--- src/rtl/toggle_period_meter.sv ---
`timescale 1ns/1ps
`default_nettype none
// ============================================================================
// Module      : toggle_period_meter
// Description : Watches a toggle-flop output and reports rising/falling edge
//               pulses, the clk-cycle distance between consecutive rising
//               edges (saturating at 255), a 16-bit rising-edge counter and
//               a sticky overflow flag for results lost to backpressure.
// Ports       : clk        - clock, all state on rising edge
//               rst        - asynchronous reset, active low
//               data       - monitored signal (synchronous to clk by default)
//               clr        - synchronous clear of measurement state
//               period_rdy - consumer ready for the period result
//               rise/fall  - one-cycle edge pulses
//               period     - measured period, valid while period_vld = 1
//               period_vld - period holds an untransferred result
//               edge_cnt   - rising edges since reset or clr (wraps)
//               ovf        - sticky, a result was dropped under backpressure
// Macro       : TPM_SYNC_STAGE_EN - two extra input flops ahead of s0 for
//               asynchronous sources (adds 2 cycles of edge latency)
// Revision    : 1.0 - initial release
// ============================================================================
module toggle_period_meter (
    input  logic        clk,
    input  logic        rst,
    input  logic        data,
    input  logic        clr,
    input  logic        period_rdy,
    output logic        rise,
    output logic        fall,
    output logic [7:0]  period,
    output logic        period_vld,
    output logic [15:0] edge_cnt,
    output logic        ovf
);

    localparam logic [7:0] C_CNT_MAX = 8'd255;

    typedef enum logic [1:0] {
        ST_IDLE    = 2'd0,
        ST_MEASURE = 2'd1,
        ST_SAT     = 2'd2
    } state_t;

    logic        w_data_s;
    logic        s0_q;
    logic        s1_q;
    state_t      state_q;
    logic [7:0]  cnt_q;
    logic [7:0]  period_q;
    logic        period_vld_q;
    logic [15:0] edge_cnt_q;
    logic        ovf_q;
    logic        w_xfer;

`ifdef TPM_SYNC_STAGE_EN
    logic [1:0] sync_q;

    always_ff @(posedge clk or negedge rst) begin
        if (!rst) begin
            sync_q <= 2'b00;
        end else begin
            sync_q <= {sync_q[0], data};
        end
    end

    assign w_data_s = sync_q[1];
`else
    assign w_data_s = data;
`endif

    // Edge detector history; clr deliberately leaves it alone so an edge
    // straddling a clear is still seen consistently afterwards.
    always_ff @(posedge clk or negedge rst) begin
        if (!rst) begin
            s0_q <= 1'b0;
            s1_q <= 1'b0;
        end else begin
            s0_q <= w_data_s;
            s1_q <= s0_q;
        end
    end

    // Both operands are flops, so the pulses are glitch-free and 0 in reset.
    assign rise = s0_q & ~s1_q;
    assign fall = ~s0_q & s1_q;

    assign w_xfer = period_vld_q & period_rdy;

    always_ff @(posedge clk or negedge rst) begin
        if (!rst) begin
            state_q      <= ST_IDLE;
            cnt_q        <= 8'd0;
            period_q     <= 8'd0;
            period_vld_q <= 1'b0;
            edge_cnt_q   <= 16'd0;
            ovf_q        <= 1'b0;
        end else if (clr) begin
            // clr wins over a coincident rise: no count, no arm, no result.
            state_q      <= ST_IDLE;
            cnt_q        <= 8'd0;
            period_vld_q <= 1'b0;
            edge_cnt_q   <= 16'd0;
            ovf_q        <= 1'b0;
        end else begin
            if (rise) begin
                edge_cnt_q <= edge_cnt_q + 16'd1;
            end
            // Drain on transfer; a load below in the same cycle overrides.
            if (w_xfer) begin
                period_vld_q <= 1'b0;
            end
            case (state_q)
                ST_IDLE: begin
                    if (rise) begin
                        state_q <= ST_MEASURE;
                        cnt_q   <= 8'd1;
                    end
                end
                ST_MEASURE, ST_SAT: begin
                    if (rise) begin
                        state_q <= ST_MEASURE;
                        cnt_q   <= 8'd1;
                        // Pending result not taken this cycle: keep it and
                        // flag the loss of the new one.
                        if (period_vld_q && !period_rdy) begin
                            ovf_q <= 1'b1;
                        end else begin
                            period_q     <= cnt_q;
                            period_vld_q <= 1'b1;
                        end
                    end else if (state_q == ST_MEASURE) begin
                        if (cnt_q == C_CNT_MAX) begin
                            state_q <= ST_SAT;
                        end else begin
                            cnt_q <= cnt_q + 8'd1;
                        end
                    end
                end
                default: begin
                    state_q <= ST_IDLE;
                end
            endcase
        end
    end

    assign period     = period_q;
    assign period_vld = period_vld_q;
    assign edge_cnt   = edge_cnt_q;
    assign ovf        = ovf_q;

endmodule
`default_nettype wire
--- config.mk ---
export PLATFORM = sky130hd
export DESIGN_NAME = toggle_period_meter
export DESIGN_NICKNAME = d
export VERILOG_FILES = /design/src/rtl/toggle_period_meter.sv
export SDC_FILE = /design/constraint.sdc
export NUM_CORES = 1
export LEC_CHECK = 0
export CORE_MARGIN = 2
export CORE_UTILIZATION = 51
export DETAILED_ROUTE_END_ITERATION = 10
export PLACE_DENSITY_LB_ADDON = 0.05
export SYNTH_ARGS = -nofsm -noshare
export SYNTH_HDL_FRONTEND = slang
export SYNTH_SLANG_ARGS = --single-unit
--- constraint.sdc ---
create_clock -name clk -period 4.91 [get_ports clk]
set_input_delay 1.473 -clock clk [delete_from_list [all_inputs] [get_ports clk]]
set_output_delay 1.473 -clock clk [all_outputs]
set_load 0.005 [all_outputs]
==> impl_metrics.ini <==
[worst_hold_path]
hold_path_class = reg -> reg

[floorplanning]
row_count = 22
die_x_um = 65.5
dieArea_sq_mm = 0.00429
placeableCoreArea_sq_mm = 0.00363
ioPinCount = 33
start_util = 0.530
die_y_um = 65.5

[route]
antenna_left = 0
routed_wl_um = 3820
wl_per_cell_um = 14.1
firstDrtPassIters = 4
vias = 1519
vias_per_cell = 5.63
drt-initial-drc-count = 57
drcViolationCount = 0

[yosys]
yosysMostFrequentCell = dfrtp_1
synth_edf_count = 0
yosysTopAreaCell = dfrtp_1
syn_area_per_cell_sq_um = 10.4
synthTopCellsByArea = dfrtp_1, mux2_2, nor2_1
ys_types = 43
async_flop_share = 1.00
syn_nets = 195
synth_top_area_frac = 0.494
yosys_register_bits = 38
yosys_warnings = 0
synth_common_cells = dfrtp_1, nor2_1, nand2_1, mux2_2, nand3_1
ys.flop_type = dfrtp_1
syn_area_sq_mm = 0.00193
synthesis.instances = 185
synth-seq-area-share = 0.494

[clock_network]
cts_tree = yes
cts_hold_buf = 0
postCtsResizedCells = 0
cts.path.max_buffers = 2
postCtsSetupBuffers = 0
cts.sinks = 38
numCtsBuffers = 5
root_buffer = clkbuf_8
cts_max_level = 2
path_clk_slew_ns = 0.07
clkLatencyLatePin_ns = 0.29

[finish]
areaGrowthSynthToFinish_pct = 25.8
nets = 231
drive_above_1_share = 0.131
n_antenna_cell = 0

[critical_path]
end_kind = primary output
critPathMaxStageDelay_ns = 0.57
path_buf_inv = 2
worst_ep_required_time_ns = 3.44
critical_path.startpoint_type = flip-flop
critPathTopFamily = buffers and inverters
cp_max_fo = 11
crit_type = reg -> out
crit_path_cell_trace = nand2b_1, inv_1, clkdlybuf4s50_1
cp_slowest_cell = clkdlybuf4s50_1
r2r_slack_ns = 2.90
cp.arrival_ns = 1.85

[sta]
rsz0062_at_grt = no
skew_ns = 0.00770
worstMarginPinSlew_ns = 0.706
finalCritPeriodShare = 0.677
timing.setup.tns_ns = 0
hold_viol_final = 0
slew_violations = 0
fmax_mhz = 301
period_minus_slack_ns = 3.33
finalSetupViolCount = 0
max_slew_margin = 0.527
setup_ws_ns = 1.58

[pwr]
pwr-share-clk = 0.405
leakage_nw = 1.06
power_frac_comb = 0.163
p_switching_mw = 0.191
intPower_mw = 0.606
seqPwrFrac = 0.432
swShare = 0.240
ir_worst_vdd_uv = 174
power_density_mw_per_mm2 = 329

[grt]
overflow = 0
grt_max_degree = 39
antenna_found_initial = 0
grt_pass1_wl_um = 6540
grt_pass1_vias = 1418
grt_use_total = 0.203

[placement]
hpwl_um = 2650
dp_slack_ns = 1.55
numPortBuffers = 32
gp_congestion = 0.854

[outcome]
outcome = finished clean

[flow_run]
cap_viol_max_count = 0
## cells by family (layout without fill, tap and decap cells)
family | Yosys count | after routing | synth area share
XOR/XNOR | 10 | 10 | 0.0455
adder cells (fa/ha/maj) | 5 | 5 | 0.0325
multiplexers | 11 | 11 | 0.0636
AO/OA/AOI/OAI | 35 | 35 | 0.121
buffers and inverters | 13 | 50 | 0.0370
flip-flops | 38 | 38 | 0.494
AND/OR/NAND/NOR | 73 | 73 | 0.207
## area by class of cell
class                      count  area [sq um]
clock inverter                 2          60.1
multi-input combinational    134           905
tap                           48          60.1
inverter                       8          30.0
sequential                    38           951
fill                         309          1210
timing repair buffer          34           335
clock buffer                   6          82.6
## stage by stage
step	instance area [sq um]	hold slack, ns	utilization	power, mW	cells
2_1_floorplan	1930	0.457	-	0.434	185
3_3_place_gp	2280	0.479	0.628	0.478	262
3_5_place_dp	2280	0.491	0.628	0.480	262
4_1_cts	2420	0.510	0.667	0.807	270
5_1_grt	2420	0.528	0.667	0.842	270
6_report	2420	0.504	0.667	0.798	270
## cells in the final DEF (no fill, tap or decap), types with 2 or more instances in the layout
cell type / count
dfrtp_1: 38
clkdlybuf4s50_1: 32
nor2_1: 19
nand2_1: 11
mux2_2: 10
nand3_1: 9
inv_1: 8
a21oi_1: 8
o21ai_0: 8
xnor2_1: 6
clkbuf_8: 6
nand4_1: 5
nor3_1: 5
ha_1: 5
nor2b_1: 4
xor2_1: 4
and3_1: 4
or3_1: 3
nor4_1: 3
a31oi_1: 3
nand2b_1: 2
a2bb2oi_1: 2
or2_2: 2
o22ai_1: 2
a211o_1: 2
bufinv_16: 2
buf_4: 2
## routing by layer
| metal | global-route usage | up-vias | wire, um |
|---|---|---|---|
| met5 | 0 | - | 0 |
| met1 | 0.258 | 729 | 1730 |
| met3 | 0.0599 | 6 | 183 |
| met4 | 0.0755 | 0 | 55 |
| li1 | - | 738 | - |
| met2 | 0.329 | 46 | 1850 |
## worst register-to-register path, stage by stage, from the launching register on
cell and delay (ns):
dfrtp_1 0.37, inv_1 0.07, ha_1 0.39, nand2b_1 0.11, nor3_2 0.55, mux2_2 0.42
## path summary, 6_finish.rpt
check,startpoint,end,cells past startpoint
min in group asynchronous,rst,edge_cnt[7]$_DFFE_PN0N_,2
worst min-delay path,s0_q$_DFF_PN0_,s1_q$_DFF_PN0_,0
max in group asynchronous,rst,cnt_q[2]$_DFFE_PN0P_,2
worst min register to register,s0_q$_DFF_PN0_,s1_q$_DFF_PN0_,0
worst max-delay path,s1_q$_DFF_PN0_,rise,3
worst max register to register,state_q[1]$_DFFE_PN0P_,period[4]$_DFFE_PN0P_,5
## power groups by stage
stage	sequential, mW	clock (mW)	combinational (mW)
6_report	0.344	0.324	0.130
5_1_grt	0.347	0.348	0.147
4_1_cts	0.344	0.332	0.131
3_5_place_dp	0.350	0	0.130
3_3_place_gp	0.350	0	0.128
2_1_floorplan	0.347	0	0.0870
## flip-flops by register name (all words and copies together) (netlist names)
signal      count
s1_q            1
cnt_q           8
edge_cnt       16
period_vld      1
s0_q            1
state_q         2
period          8
ovf             1
No activity file was read; power rests on OpenSTA's default activity.
